==> src/rtl/debounce_button.sv <==
// Push-button debouncer: 2-flop synchronizer, tick-sampled confirm FSM,
// registered level/press/release strobes and a saturating long-press detector.
module debounce_button #(
  parameter int STABLE_SAMPLES = 4,
  parameter int HOLD_TICKS     = 250,
  parameter bit ACTIVE_LOW     = 1'b1
) (
  input  logic       clk_in,
  input  logic       reset,
  input  logic       tick,
  input  logic       button_raw,
  output logic       button_level,
  output logic       press_pulse,
  output logic       release_pulse,
  output logic       held,
  output logic [1:0] state_dbg
);

  typedef enum logic [1:0] {
    S_RELEASED        = 2'd0,
    S_CONFIRM_PRESS   = 2'd1,
    S_PRESSED         = 2'd2,
    S_CONFIRM_RELEASE = 2'd3
  } state_t;

  // Raw level that means "not pressed"; the synchronizer resets to it.
  localparam logic       IDLE_LEVEL = ACTIVE_LOW;
  localparam logic [3:0] STABLE_N   = 4'(STABLE_SAMPLES);
  localparam logic [9:0] HOLD_N     = 10'(HOLD_TICKS);

  logic       sync_q1;
  logic       sync_q2;
  logic       pressed_s;

  state_t     state_q;
  state_t     state_d;
  logic [3:0] cnt_q;
  logic [3:0] cnt_d;
  logic [9:0] hold_cnt_q;
  logic [9:0] hold_cnt_d;

  logic       accept_press;
  logic       accept_release;
  logic       hold_run;
  logic       hold_reached;

  logic       level_d;
  logic       press_d;
  logic       release_d;
  logic       held_d;

  always_ff @(posedge clk_in or negedge reset) begin
    if (!reset) begin
      sync_q1 <= IDLE_LEVEL;
      sync_q2 <= IDLE_LEVEL;
    end else begin
      sync_q1 <= button_raw;
      sync_q2 <= sync_q1;
    end
  end

  assign pressed_s = sync_q2 ^ ACTIVE_LOW;

  // State register: FSM, counters and all outputs.
  always_ff @(posedge clk_in or negedge reset) begin
    if (!reset) begin
      state_q       <= S_RELEASED;
      cnt_q         <= 4'd0;
      hold_cnt_q    <= 10'd0;
      button_level  <= 1'b0;
      press_pulse   <= 1'b0;
      release_pulse <= 1'b0;
      held          <= 1'b0;
    end else begin
      state_q       <= state_d;
      cnt_q         <= cnt_d;
      hold_cnt_q    <= hold_cnt_d;
      button_level  <= level_d;
      press_pulse   <= press_d;
      release_pulse <= release_d;
      held          <= held_d;
    end
  end

  // Next-state logic: only tick cycles move the FSM or its sample counter.
  always_comb begin
    state_d = state_q;
    cnt_d   = cnt_q;
    if (tick) begin
      case (state_q)
        S_RELEASED: begin
          if (pressed_s) begin
            state_d = S_CONFIRM_PRESS;
            cnt_d   = 4'd1;
          end
        end
        S_CONFIRM_PRESS: begin
          if (!pressed_s) begin
            state_d = S_RELEASED;
            cnt_d   = 4'd0;
          end else if (cnt_q + 4'd1 == STABLE_N) begin
            state_d = S_PRESSED;
            cnt_d   = 4'd0;
          end else begin
            cnt_d = cnt_q + 4'd1;
          end
        end
        S_PRESSED: begin
          if (!pressed_s) begin
            state_d = S_CONFIRM_RELEASE;
            cnt_d   = 4'd1;
          end
        end
        S_CONFIRM_RELEASE: begin
          if (pressed_s) begin
            state_d = S_PRESSED;
            cnt_d   = 4'd0;
          end else if (cnt_q + 4'd1 == STABLE_N) begin
            state_d = S_RELEASED;
            cnt_d   = 4'd0;
          end else begin
            cnt_d = cnt_q + 4'd1;
          end
        end
        default: begin
          state_d = S_RELEASED;
          cnt_d   = 4'd0;
        end
      endcase
    end
  end

  // Output logic: next values of the registered outputs and the hold counter.
  always_comb begin
    accept_press   = tick && (state_q == S_CONFIRM_PRESS) && (state_d == S_PRESSED);
    accept_release = tick && (state_q == S_CONFIRM_RELEASE) && (state_d == S_RELEASED);
    hold_run       = tick && ((state_q == S_PRESSED) || (state_q == S_CONFIRM_RELEASE));

    hold_cnt_d = hold_cnt_q;
    if (accept_press) begin
      hold_cnt_d = 10'd0;
    end else if (hold_run && (hold_cnt_q < HOLD_N)) begin
      hold_cnt_d = hold_cnt_q + 10'd1;
    end
    hold_reached = hold_run && (hold_cnt_d == HOLD_N);

    level_d   = (state_d == S_PRESSED) || (state_d == S_CONFIRM_RELEASE);
    press_d   = accept_press;
    release_d = accept_release;
    // A bounce back to PRESSED keeps held; only an accepted release clears it.
    held_d    = accept_release ? 1'b0 : (held | hold_reached);
  end

  assign state_dbg = state_q;

endmodule

==> config.mk <==
export PLATFORM = sky130hd
export DESIGN_NAME = debounce_button
export DESIGN_NICKNAME = d
export VERILOG_FILES = /design/src/rtl/debounce_button.sv
export SDC_FILE = /design/constraint.sdc
export NUM_CORES = 1
export LEC_CHECK = 0
export ABC_AREA = 1
export CAP_MARGIN = 20
export CORE_MARGIN = 2
export CORE_UTILIZATION = 55
export DETAILED_ROUTE_END_ITERATION = 16
export MAX_ROUTING_LAYER = met4
export PLACE_DENSITY = 0.76
export SYNTH_ARGS = -nofsm -noshare
export SYNTH_HDL_FRONTEND = slang
export SYNTH_SLANG_ARGS = --single-unit
==> constraint.sdc <==
create_clock -name clk_in -period 2.1 [get_ports clk_in]
set_clock_uncertainty 0.2 [all_clocks]
set_input_delay 0.21 -clock clk_in [delete_from_list [all_inputs] [get_ports clk_in]]
set_output_delay 0.21 -clock clk_in [all_outputs]
set_load 0.01 [all_outputs]
==> impl_metrics.csv <==
group,metric,value,unit
worst_setup_path,cp.required,2.14,ns
timing,post-route-period-util,0.918,
clock_tree,numCtsBuffers,3,
timing,relSlewSlack,0.729,
global_routing,grt_use_total,0.201,
yosys,syn-num-nets,152,
yosys,yosysTopAreaCellShare,0.429,
timing,worst_slew_pin_slew,0.403,ns
place,port_buffers,9,
die,dieHeight,50.1,microns
worst_setup_path,slowest_delay,0.45,ns
die,die_w,50.1,microns
worst_setup_path,r2r_start,"cnt_q[0]",
timing,rsz0062_at_grt,"false",
yosys,yosys.area_share.simple,0.308,
worst_setup_path,critical_path_class,"register to register",
timing,setup_viol,0,
yosys,synthTopCellsByArea,"dfrtp_1 (43%), nand2_1 (9.6%), inv_1 (7.4%)",
place,hpwl,1540,microns
clock_tree,cts_resized,0,
routing,vias_per_cell,5.10,
clock_tree,clkSinkCount,22,
finish,fillerInstances,173,
routing,drc,0,
finish,final_util,0.676,
die,fp-row-count,16,
clock_tree,cts_setup_buffers,0,
routing,dr.pass1.iters,4,
routing,dr_total_vias,943,
place,routabilityCongestion,0.954,
timing,finalHoldViolCount,0,
worst_setup_path,crit_end,"held",
worst_setup_path,critPathLaunch,"cnt_q[0]",
clock_tree,cts-root-buf,"clkbuf_4",
yosys,synth_top_family_by_area,"simple AND/OR/NAND/NOR gates",
worst_setup_path,reg2reg_slack,0.17,ns
yosys,synth_fa_ha_area_frac,0.0322,
hold_path,hp-class,"input port to asynchronous set/reset pin",
yosys,synthMuxAreaShare,0,
worst_setup_path,reg2reg_to,"held",
global_routing,grt_max_degree,23,
die,dieArea,0.00251,sq mm
routing,drtIter0Drc,25,
yosys,synth_seq_cells,22,
global_routing,grt-ovfl-total,0,
global_routing,grt_pass1_vias,861,
yosys,netlist_instances,145,
yosys,yosysTopAreaCell,"dfrtp_1",
yosys,yosys_warnings,0,
worst_setup_path,ff2ff_path_depth,10,
yosys,synthesis.area,0.00117,sq mm
worst_setup_path,critPathLaunchType,"register",
clock_tree,clk_transition_reported_paths,0.12,ns
global_routing,grt_pass1_wl,3740,microns
worst_setup_path,path_cells,"ha_1 -> nand2_1 -> nand2_1 -> nor2_2 -> nand4_1 -> nand2_2 -> nor2_1 -> nor2_1 -> nand4_1 -> a21oi_1",
routing,wl,2080,microns
die,num_io_pins,10,
timing,slew_violations,0,
status,status,"finished, final reports clean",
yosys,yosys.area_share.xor_xnor,0.0375,
routing,final_antenna_net_count,0,
power_and_ir_drop,power_leakage,0.676,nW
power_and_ir_drop,ir_drop,640,uV
yosys,yosysUniqueCellTypes,25,
finish,final_nets,166,
power_and_ir_drop,power_density,774,mW/mm^2
clock_tree,clockBufferDepth,2,
yosys,ys_seq_area_frac,0.474,
yosys,synth_compound_area_frac,0.0547,
die,fp.coreArea,0.00198,sq mm
finish,syn_to_final_growth,14.8,%
clock_tree,clk_latency,0.31,ns
flow_run,drv_cap,0,
die,start_util,0.589,
finish,antenna_cells,0,
worst_setup_path,end_kind,"register",
worst_setup_path,worstPathArrival,1.97,ns
routing,avgRoutedWirePerCell,11.2,microns
finish,drive_above_1_share,0.158,
timing,setup_tns,0,ns
worst_setup_path,slowest_stage,"dfrtp_2",
timing,fin_crit,1.93,ns
global_routing,antenna_found_initial,0,
clock_tree,htreeDepth,1,
worst_setup_path,cp_max_fo,5,
yosys,syn_avg_cell_area,8.05,sq um
finish,fin_area,0.00134,sq mm
clock_tree,hold_buffers,0,
clock_tree,cts_tree,"yes",
place,dpl_cell_area,0.00129,sq mm
timing,fmax,0.519,GHz
==> worst max-delay path, delay by kind of cell, from the launching register on <==
family,cells,cell delay (ns)
AND/OR/NAND/NOR,8,0.85
AO/OA/AOI/OAI,1,0.13
adder cells (fa/ha/maj),1,0.22
flip-flops,1,0.45
==> cell usage in the layout (no fill, tap or decap) <==
cell type / netlist / layout
a211o_1: 1 / 1
a21oi_1: 2 / 2
buf_4: 1 / 2
clkbuf_4: 0 / 3
clkbuf_8: 0 / 1
clkdlybuf4s50_1: 0 / 9
clkinv_1: 1 / 1
dfrtp_1: 20 / 19
dfrtp_2: 0 / 1
dfstp_2: 2 / 2
ha_1: 3 / 3
inv_1: 23 / 23
inv_2: 2 / 2
nand2_1: 30 / 29
nand2_2: 5 / 6
nand2_4: 1 / 1
nand3_1: 8 / 8
nand3b_1: 1 / 1
nand4_1: 5 / 5
nor2_1: 19 / 19
nor2_2: 4 / 4
nor3_4: 1 / 1
nor4_2: 0 / 1
o21ai_0: 5 / 5
o21bai_1: 1 / 1
o22ai_1: 2 / 2
or2_2: 1 / 1
xor2_1: 5 / 5
==> cell usage after synthesis <==
cell type,n
nand2_1,30
nor2_2,4
nand3_1,8
nand3b_1,1
ha_1,3
buf_4,1
or2_2,1
xor2_1,5
nor3_4,1
inv_1,23
clkinv_1,1
nor2_1,19
a211o_1,1
o21bai_1,1
nand4_1,5
dfstp_2,2
o22ai_1,2
nand2_2,5
dfrtp_1,20
nand2_4,1
buf_2,1
o21ai_0,5
a21oi_1,2
inv_2,2
nor4_1,1
==> how the worst min path moves through the flow <==
stage | from | end | slack (ns) | cells after the start
floorplan | reset | button_level | -0.29 | 0
global placement | sync_q1 | sync_q2 | 0.15 | 0
detailed placement | sync_q1 | sync_q2 | 0.15 | 0
CTS | reset | state_dbg[1] | 0.03 | 2
global route | reset | hold_cnt_q[9] | 0.04 | 2
finish | reset | state_dbg[1] | 0.03 | 2
==> metal layers <==
| metal | routed length [microns] | GRT usage | part of all wire |
|---|---|---|---|
| met5 | 0 | - | 0 |
| met4 | 36 | 0.0787 | 0.017 |
| met3 | 111 | 0.0273 | 0.053 |
| met2 | 923 | 0.283 | 0.44 |
| met1 | 1010 | 0.294 | 0.48 |
==> layout make-up <==
cell class              count  area (sq um)  area share
flip-flops and latches     22           554       0.414
multi-input cells          95           513       0.383
repair buffers             11           105      0.0784
inverters                  26          97.6      0.0728
clock buffers               4          36.3      0.0271
well taps                  27          33.8      0.0252
==> flip-flops by register name (all words and copies together) (netlist names) <==
signal         cells
sync_q2            1
hold_cnt_q        10
press_pulse        1
sync_q1            1
button_level       1
state_dbg          2
cnt_q              4
release_pulse      1
held               1
==> power by group <==
part / leakage (nW) / switching, mW / internal, mW
Sequential: 0.248 / 0.0741 / 0.486
Clock: 0.0210 / 0.126 / 0.106
Combinational: 0.407 / 0.140 / 0.105
Total: 0.676 / 0.340 / 0.697
==> logic make-up (layout without fill, tap and decap cells) <==
family	after synthesis	count (layout)
buffers and inverters	28	41
adder cells (fa/ha/maj)	3	3
flip-flops	22	22
AND/OR/NAND/NOR	76	76
AO/OA/AOI/OAI	11	11
XOR/XNOR	5	5
==> stage by stage <==
stage               hold slack, ns  std cells  worst slack, ns  total power, mW
finish                      0.0264        185            0.172             1.04
global route                0.0440        185           0.0146             1.11
CTS                         0.0342        185            0.154             1.04
detailed placement           0.154        181          -0.0169            0.811
global placement             0.146        181           0.0344            0.805
floorplan                   -0.286        145            0.383            0.736
No activity file was read; power rests on OpenSTA's default activity.
